### config.mk
export PLATFORM = sky130hd
export DESIGN_NAME = mux16_seq_flat
export DESIGN_NICKNAME = d
export VERILOG_FILES = /design/src/rtl/mux16_seq_if.sv /design/src/rtl/mux16_seq.sv /design/src/flat_wrapper.sv
export SDC_FILE = /design/constraint.sdc
export NUM_CORES = 1
export LEC_CHECK = 0
export CORE_ASPECT_RATIO = 0.9
export CORE_MARGIN = 2
export CORE_UTILIZATION = 43
export DETAILED_ROUTE_END_ITERATION = 10
export PLACE_DENSITY = 0.79
export SKIP_LAST_GASP = 1
export SLEW_MARGIN = 10
export SYNTH_ARGS = -nofsm -noshare
export SYNTH_HDL_FRONTEND = slang
export SYNTH_SLANG_ARGS = --single-unit
### constraint.sdc
create_clock -name clk -period 2.2 [get_ports clk]
set_input_delay 0.44 -clock clk [delete_from_list [all_inputs] [get_ports clk]]
set_output_delay 0.44 -clock clk [all_outputs]
set_load 0.02 [all_outputs]
### src/rtl/mux16_seq_if.sv
// Bundle of the word-request, 16:1 mux and serial-bit signals of mux16_seq.
// The producer/consumer side uses master; the serializer uses slave.
interface mux16_seq_if;
  logic        in_valid;
  logic        in_ready;
  logic [15:0] in_data;
  logic [3:0]  in_start;
  logic [3:0]  in_stop;
  logic        in_dir;
  logic        abort;
  logic [15:0] mux_in;
  logic [3:0]  sel;
  logic        mux_out;
  logic        bit_valid;
  logic        bit_ready;
  logic        bit_data;
  logic        bit_last;
  logic        busy;
  logic [7:0]  word_cnt;

  modport master (
    output in_valid, in_data, in_start, in_stop, in_dir, abort, mux_out, bit_ready,
    input  in_ready, mux_in, sel, bit_valid, bit_data, bit_last, busy, word_cnt
  );

  modport slave (
    input  in_valid, in_data, in_start, in_stop, in_dir, abort, mux_out, bit_ready,
    output in_ready, mux_in, sel, bit_valid, bit_data, bit_last, busy, word_cnt
  );
endinterface

### src/rtl/mux16_seq.sv
// Serializes a 16-bit word through an external 16:1 mux by stepping its select
// from a start to a stop value, one bit per valid/ready transfer.
module mux16_seq (
  input  logic         clk,
  input  logic         rst_n,
  mux16_seq_if.slave   bus
);

  typedef enum logic {IDLE, SHIFT} state_t;

  state_t      state, state_nxt;
  logic        ready_en;
  logic [15:0] mux_q;
  logic [3:0]  sel_q;
  logic [3:0]  stop_q;
  logic        dir_q;
  logic [7:0]  cnt_q;
  logic        in_ready_c, bit_valid_c, bit_last_c;
  logic        at_stop, accept, xfer;

  // Abort outranks both a new word and a pending bit transfer.
  assign at_stop = (sel_q == stop_q);
  assign accept  = bus.in_valid & in_ready_c & ~bus.abort;
  assign xfer    = bit_valid_c & bus.bit_ready & ~bus.abort;

  // NOTE: sequential state uses non-blocking (<=) so all flops see pre-edge values.
  always_ff @(posedge clk or negedge rst_n) begin
    if (!rst_n) state <= IDLE;
    else        state <= state_nxt;
  end

  // NOTE: every always_comb output gets a default first so no latch is inferred.
  always_comb begin
    state_nxt = state;
    unique case (state)
      IDLE:  if (accept) state_nxt = SHIFT;
      SHIFT: if (bus.abort || (xfer && at_stop)) state_nxt = IDLE;
      default: state_nxt = IDLE;
    endcase
  end

  always_comb begin
    in_ready_c  = 1'b0;
    bit_valid_c = 1'b0;
    bit_last_c  = 1'b0;
    unique case (state)
      IDLE:  in_ready_c = ready_en;
      SHIFT: begin
        bit_valid_c = 1'b1;
        bit_last_c  = at_stop;
      end
      default: ;
    endcase
  end

  // ready_en keeps in_ready low through reset and rises on the first edge after release.
  always_ff @(posedge clk or negedge rst_n) begin
    if (!rst_n) begin
      ready_en <= 1'b0;
      mux_q    <= 16'h0000;
      sel_q    <= 4'h0;
      stop_q   <= 4'h0;
      dir_q    <= 1'b0;
      cnt_q    <= 8'h00;
    end else begin
      ready_en <= 1'b1;
      if (accept) begin
        mux_q  <= bus.in_data;
        sel_q  <= bus.in_start;
        stop_q <= bus.in_stop;
        dir_q  <= bus.in_dir;
      end else if (xfer) begin
        if (at_stop) cnt_q <= cnt_q + 8'd1;
        else         sel_q <= dir_q ? sel_q - 4'd1 : sel_q + 4'd1;
      end
    end
  end

  assign bus.in_ready  = in_ready_c;
  assign bus.bit_valid = bit_valid_c;
  assign bus.busy      = bit_valid_c;
  assign bus.bit_last  = bit_last_c;
  assign bus.bit_data  = bus.mux_out;
  assign bus.mux_in    = mux_q;
  assign bus.sel       = sel_q;
  assign bus.word_cnt  = cnt_q;

endmodule

### src/flat_wrapper.sv
// flat-port wrapper written by rule: the top's interface ports become plain ports
module mux16_seq_flat 
  (clk, rst_n, bus_in_valid, bus_in_data, bus_in_start, bus_in_stop, bus_in_dir, bus_abort, bus_mux_out, bus_bit_ready, bus_in_ready, bus_mux_in, bus_sel, bus_bit_valid, bus_bit_data, bus_bit_last, bus_busy, bus_word_cnt);
  mux16_seq_if bus_i ();
  input  logic clk;
  input  logic rst_n;
  input wire logic [$bits(bus_i.in_valid)-1:0] bus_in_valid;
  input wire logic [$bits(bus_i.in_data)-1:0] bus_in_data;
  input wire logic [$bits(bus_i.in_start)-1:0] bus_in_start;
  input wire logic [$bits(bus_i.in_stop)-1:0] bus_in_stop;
  input wire logic [$bits(bus_i.in_dir)-1:0] bus_in_dir;
  input wire logic [$bits(bus_i.abort)-1:0] bus_abort;
  input wire logic [$bits(bus_i.mux_out)-1:0] bus_mux_out;
  input wire logic [$bits(bus_i.bit_ready)-1:0] bus_bit_ready;
  output wire logic [$bits(bus_i.in_ready)-1:0] bus_in_ready;
  output wire logic [$bits(bus_i.mux_in)-1:0] bus_mux_in;
  output wire logic [$bits(bus_i.sel)-1:0] bus_sel;
  output wire logic [$bits(bus_i.bit_valid)-1:0] bus_bit_valid;
  output wire logic [$bits(bus_i.bit_data)-1:0] bus_bit_data;
  output wire logic [$bits(bus_i.bit_last)-1:0] bus_bit_last;
  output wire logic [$bits(bus_i.busy)-1:0] bus_busy;
  output wire logic [$bits(bus_i.word_cnt)-1:0] bus_word_cnt;
  assign bus_i.in_valid = bus_in_valid;
  assign bus_i.in_data = bus_in_data;
  assign bus_i.in_start = bus_in_start;
  assign bus_i.in_stop = bus_in_stop;
  assign bus_i.in_dir = bus_in_dir;
  assign bus_i.abort = bus_abort;
  assign bus_i.mux_out = bus_mux_out;
  assign bus_i.bit_ready = bus_bit_ready;
  assign bus_in_ready = bus_i.in_ready;
  assign bus_mux_in = bus_i.mux_in;
  assign bus_sel = bus_i.sel;
  assign bus_bit_valid = bus_i.bit_valid;
  assign bus_bit_data = bus_i.bit_data;
  assign bus_bit_last = bus_i.bit_last;
  assign bus_busy = bus_i.busy;
  assign bus_word_cnt = bus_i.word_cnt;
  mux16_seq u_core (.clk(clk), .rst_n(rst_n), .bus(bus_i));
endmodule
==> results.json, run 1 <==
{
  "status": "completed",
  "fillers": 285,
  "wirelength_um": 3630,
  "final_net_count": 229,
  "synth_cell_types": 31,
  "die_w_um": 68.6,
  "crit_path_end_kind": "output port",
  "cts_resized": 5,
  "maxCapViolCount": 0,
  "cpPeakStageDelay_ns": 0.60,
  "numCtsBuffers": 5,
  "rsz0062_at_grt": "no",
  "grt_usage_pct": 20.3,
  "period_minus_slack_ns": 2.01,
  "antenna_found_initial": 0,
  "multi_input_area_um2": 717,
  "wl_per_cell_um": 15.2,
  "synth_area_um2": 1620,
  "regArea_um2": 876,
  "whs_ns": 0.477,
  "cts_setup_buffers": 0,
  "required_ns": 1.76,
  "r2r-start": "u_core.bus.sel[1]",
  "async_flop_share_pct": 100,
  "cts_root_buf": "clkbuf_8",
  "post-route-drc-count": 0,
  "rr_worst_depth": 5,
  "placed_cell_area_um2": 2300,
  "synth_commonest_cells": "dfrtp_1, mux2_2, nor2_1, xor2_1",
  "netlist_instances": 127,
  "syn_nets": 162,
  "design_area_um2": 2400,
  "slowest_stage": "clkdlybuf4s50_1",
  "clock.fmax_ghz": 0.498,
  "hpwl_um": 2850,
  "ant_nets": 0,
  "timing.final.crit_share_pct": 91.3,
  "finalMaxSlewViolations": 0,
  "io_pins": 64,
  "drive_above_1_share_pct": 19.7,
  "startpoint_type": "flip-flop",
  "startpoint": "u_core.state",
  "first_global_vias": 1366,
  "reg2reg_setup_slack_ns": 0.41,
  "coreArea_um2": 3650,
  "synth-edff-count": 0,
  "io_buffers": 61,
  "synth_flop_cell": "dfrtp_1",
  "insertion_delay_ns": 0.28,
  "p_leak_uw": 0.00106,
  "finalSetupViolCount": 0,
  "clkSlewWorstSetupHoldPaths_ns": 0.06,
  "global_route.overflow_total": 0,
  "dieHeight_um": 62.1,
  "reg2reg_to": "u_core.bus.sel[3]",
  "hold_path_class": "flip-flop to flip-flop",
  "die_area_um2": 4260,
  "synth.most_common_cell": "dfrtp_1",
  "synth.avg_cell_area_um2": 12.7,
  "layout_setup_ws_ns": 0.191,
  "syn2layout_area_growth_pct": 48.4,
  "initialDrtViolationCount": 49,
  "vias": 1226,
  "cts_sinks": 35,
  "viasPerCell": 5.13,
  "place_congestion": 0.886,
  "path_max_fanout": 7,
  "path_class": "flip-flop to output port",
  "htree_num_levels": 2,
  "hold_viol": 0,
  "cp.arrival_ns": 1.57,
  "synth_seq_cells": 35,
  "diodes": 0,
  "pre_cts_ws_ns": 0.140,
  "ys_top_cells_by_area": "dfrtp_1, mux2_2, xor2_1, xnor2_1, ha_1",
  "start_util_pct": 44.2,
  "row_count": 21,
  "yosysSeqAreaShare_pct": 54.2,
  "yosys_warnings": 0,
  "grt_max_degree": 36,
  "grt_pass1_wl_um": 6320,
  "cp-endpoint": "bus_in_ready",
  "synth_top_area_share_pct": 54.2,
  "cts_tree": "done",
  "dr.pass1.iters": 4,
  "skew_ns": 0.00471,
  "power-per-cell-area_nw_per_um2": 941,
  "clock_path_buffers": 2,
  "cp_cell_sequence": "and2b_1, clkdlybuf4s50_1",
  "synth_top_area_cell": "dfrtp_1",
  "irDropWorstVdd_uv": 543,
  "tns_ns": 0,
  "hold_buffers": 0
}
critical path: cells and delay by family (launching register included):
kind / cells / cell delay (ns)
AND/OR/NAND/NOR: 1 / 0.23
flip-flops: 1 / 0.46
buffers and inverters: 1 / 0.60
report_power, final:
part	leakage, µW	total (µW)	internal (µW)	switching, µW
combinational	0.000587	938	495	443
clock	0.0000371	408	210	197
sequential	0.000432	910	779	132
worst min-delay path by stage:
stage,start,end,slack (ns),cells past startpoint
6_report,u_core.bus.word_cnt[7],u_core.bus.word_cnt[7],0.48,1
5_1_grt,u_core.bus.word_cnt[7],u_core.bus.word_cnt[7],0.50,1
4_1_cts,u_core.bus.word_cnt[7],u_core.bus.word_cnt[7],0.48,1
3_5_place_dp,u_core.bus.word_cnt[7],u_core.bus.word_cnt[7],0.47,1
3_3_place_gp,u_core.bus.word_cnt[7],u_core.bus.word_cnt[7],0.46,1
2_1_floorplan,rst_n,u_core.bus.mux_in[0],0.14,0
state kept, by name (all words and copies together), names as in the netlist:
register,count
u_core.bus.mux_in,16
u_core.state,1
u_core.bus.word_cnt,8
u_core.bus.sel,4
u_core.ready_en,1
u_core.dir_q,1
u_core.stop_q,4
metal layers:
metal / global-route usage (%) / share of wire, % / up-vias
li1: - / - / 578
met1: 23.9 / 38 / 608
met2: 32.6 / 54 / 33
met3: 8.33 / 6.1 / 7
met4: 7.75 / 1.6 / 0
met5: 0 / 0 / -
per-stage QoR:
step           cells  power (µW)  utilization (%)
3_5_place_dp     233        1820             62.9
5_1_grt          239        2410             65.6
4_1_cts          239        2280             65.6
6_report         239        2260             65.6
2_1_floorplan    127        1400                -
3_3_place_gp     233        1770             62.9
cell usage in the layout (no fill, tap or decap):
| cell | count |
|---|---|
| nor4_1 | 3 |
| a21oi_1 | 1 |
| o21ai_0 | 4 |
| nand4_1 | 1 |
| xnor2_1 | 2 |
| clkdlybuf4s50_1 | 60 |
| mux2i_1 | 1 |
| buf_4 | 3 |
| conb_1 | 1 |
| fa_1 | 1 |
| nor4b_1 | 1 |
| buf_12 | 1 |
| xnor2_2 | 4 |
| dlygate4sd2_1 | 1 |
| clkbuf_8 | 5 |
| dfrtp_1 | 35 |
| clkbuf_1 | 1 |
| nor3_1 | 3 |
| or4_1 | 1 |
| a221oi_1 | 1 |
| o21a_1 | 1 |
| a41o_4 | 1 |
| nand2_1 | 5 |
| xor2_1 | 7 |
| mux2_2 | 21 |
| nand4_2 | 1 |
| a211oi_1 | 1 |
| ha_1 | 3 |
| nand3b_4 | 1 |
| inv_1 | 6 |
| a221o_1 | 1 |
| nor2_1 | 7 |
| and4bb_2 | 1 |
| and2b_1 | 1 |
| nand3_1 | 5 |
| nor2b_1 | 1 |
area by class of cell:
class                   count  share of cell area, %
flip-flops and latches     35                   36.5
multi-input cells          81                   29.9
repair buffers             65                   27.2
clock buffers               6                   3.03
well taps                  46                   2.40
inverters                   6                  0.939
logic make-up (layout without fill, tap and decap cells):
kind of cell | Yosys count | after routing | synth area share, %
simple gates | 31 | 31 | 11.5
mux | 22 | 22 | 15.3
flops | 35 | 35 | 54.2
fa+ha+maj | 4 | 4 | 3.56
buf+inv | 11 | 77 | 3.25
xor+xnor | 13 | 13 | 7.05
compound gates | 10 | 10 | 4.96
other cells | 1 | 1 | 0.232
(Power assumes the default switching activity.)
==> run 2, diff against run 1 <==
- CTS_BUF_LIST: not set -> sky130_fd_sc_hd__clkbuf_8 sky130_fd_sc_hd__clkbuf_16
==> results.json, run 2 (same netlist as run 1, synthesis figures left out) <==
{
  "status": "completed",
  "startpoint": "u_core.state",
  "layout_commonest_cell": "clkdlybuf4s50_1",
  "initialDrtViolationCount": 59,
  "hold_buffers": 0,
  "diodes": 0,
  "p_leak_uw": 0.00106,
  "cts_setup_buffers": 0,
  "wirelength_um": 3630,
  "cp_cell_sequence": "and2b_1, clkdlybuf4s50_1",
  "layout_setup_ws_ns": 0.191,
  "path_max_fanout": 7,
  "insertion_delay_ns": 0.28,
  "power-per-cell-area_nw_per_um2": 939,
  "pre_cts_ws_ns": 0.140,
  "io_buffers": 61,
  "die_w_um": 68.6,
  "syn2layout_area_growth_pct": 48.4,
  "first_global_vias": 1366,
  "grt_usage_pct": 20.3,
  "cts_root_buf": "clkbuf_8",
  "largest_reg_flops": 16,
  "period_minus_slack_ns": 2.01,
  "global_route.overflow_total": 0,
  "hold_path_depth": 1,
  "post-route-drc-count": 0,
  "maxCapViolCount": 0,
  "final_net_count": 229,
  "ant_nets": 0,
  "r2r-start": "u_core.bus.sel[1]",
  "crit_family": "buffers and inverters",
  "cpPeakStageDelay_ns": 0.60,
  "required_ns": 1.76,
  "hold_viol": 0,
  "cts_resized": 5,
  "hold_path_class": "flip-flop to flip-flop",
  "row_count": 21,
  "viasPerCell": 5.13,
  "cp.arrival_ns": 1.57,
  "reg2reg_to": "u_core.bus.sel[3]",
  "path_class": "flip-flop to output port",
  "vias": 1227,
  "crit_buf_inv": 1,
  "clkSlewWorstSetupHoldPaths_ns": 0.06,
  "tns_ns": 0,
  "io_pins": 64,
  "reg2reg_setup_slack_ns": 0.41,
  "numCtsBuffers": 5,
  "drive_above_1_share_pct": 19.7,
  "htree_num_levels": 2,
  "antenna_found_initial": 0,
  "skew_ns": 0.00422,
  "min_to": "u_core.bus.word_cnt[7]",
  "hpwl_um": 2850,
  "layout_common_cells": "clkdlybuf4s50_1, dfrtp_1, mux2_2",
  "die_area_um2": 4260,
  "wl_per_cell_um": 15.2,
  "finalMaxSlewViolations": 0,
  "startpoint_type": "flip-flop",
  "timing.final.crit_share_pct": 91.3,
  "placed_cell_area_um2": 2300,
  "design_area_um2": 2400,
  "finalSetupViolCount": 0,
  "grt_pass1_wl_um": 6320,
  "crit_path_end_kind": "output port",
  "place_congestion": 0.886,
  "cts_tree": "done",
  "rsz0062_at_grt": "no",
  "dr.pass1.iters": 4,
  "cp.depth": 2,
  "slowest_stage": "clkdlybuf4s50_1",
  "clock.fmax_ghz": 0.498,
  "dieHeight_um": 62.1,
  "coreArea_um2": 3650,
  "hold_start": "u_core.bus.word_cnt[7]",
  "rr_worst_depth": 5,
  "irDropWorstVdd_uv": 543,
  "clock_path_buffers": 2,
  "cts_sinks": 35,
  "start_util_pct": 44.2,
  "grt_max_degree": 36
}
-- run 2: changes by cell type in the layout (fill, tap and decap cells not counted), sizes merged --
cell    previous run  this run
inv                6         7
clkbuf             6         5
-- run 2: report_power, final --
group	total [µW]	switching (µW)	internal, µW
clock	403	197	206
sequential	910	132	779
combinational	938	443	495
total	2250	772	1480
-- run 2: cell type report --
cell class | count | area, µm²
clock buffers | 5 | 68.8
clock inverters | 1 | 3.75
fillers | 285 | 1250
inverters | 6 | 22.5
multi-input cells | 81 | 717
flip-flops and latches | 35 | 876
well taps | 46 | 57.6
repair buffers | 65 | 652
-- run 2: worst reg2reg max path, delay by kind of cell (launching register included) --
kind | cells | cell delay [ns]
flip-flops | 1 | 0.44
AO/OA/AOI/OAI | 2 | 0.67
adder cells (fa/ha/maj) | 1 | 0.32
AND/OR/NAND/NOR | 2 | 0.25
-- run 2: per-layer routing --
| layer | vias up | routed length, µm | track usage (%) | share of wire [%] |
|---|---|---|---|---|
| met4 | 0 | 59 | 7.75 | 1.6 |
| met5 | - | 0 | 0 | 0 |
| met3 | 7 | 225 | 8.33 | 6.2 |
| li1 | 578 | - | - | - |
| met1 | 606 | 1390 | 23.9 | 38 |
| met2 | 36 | 1960 | 32.6 | 54 |
-- run 2: stage by stage --
step / hold slack (ns) / total power (µW) / std cells / util (%)
2_1_floorplan: 0.144 / 1400 / 127 / -
3_3_place_gp: 0.460 / 1770 / 233 / 62.9
3_5_place_dp: 0.474 / 1820 / 233 / 62.9
4_1_cts: 0.482 / 2280 / 239 / 65.6
5_1_grt: 0.500 / 2400 / 239 / 65.6
6_report: 0.477 / 2250 / 239 / 65.6
-- run 2: worst max-delay path by stage --
stage	endpoint	slack (ns)
5_1_grt	bus_in_ready	0.12
4_1_cts	bus_in_ready	0.18
3_5_place_dp	u_core.bus.sel[3]	0.14
2_1_floorplan	bus_bit_last	0.47
3_3_place_gp	u_core.bus.sel[3]	0.17
6_report	bus_in_ready	0.19
==> run 3, diff against run 2 <==
- CTS_CLUSTER_DIAMETER: not set -> 200
- SKIP_LAST_GASP: 1 -> not set
==> results of run 3 <==
The final DEF is identical to that of run 2; final timing and power are the same.
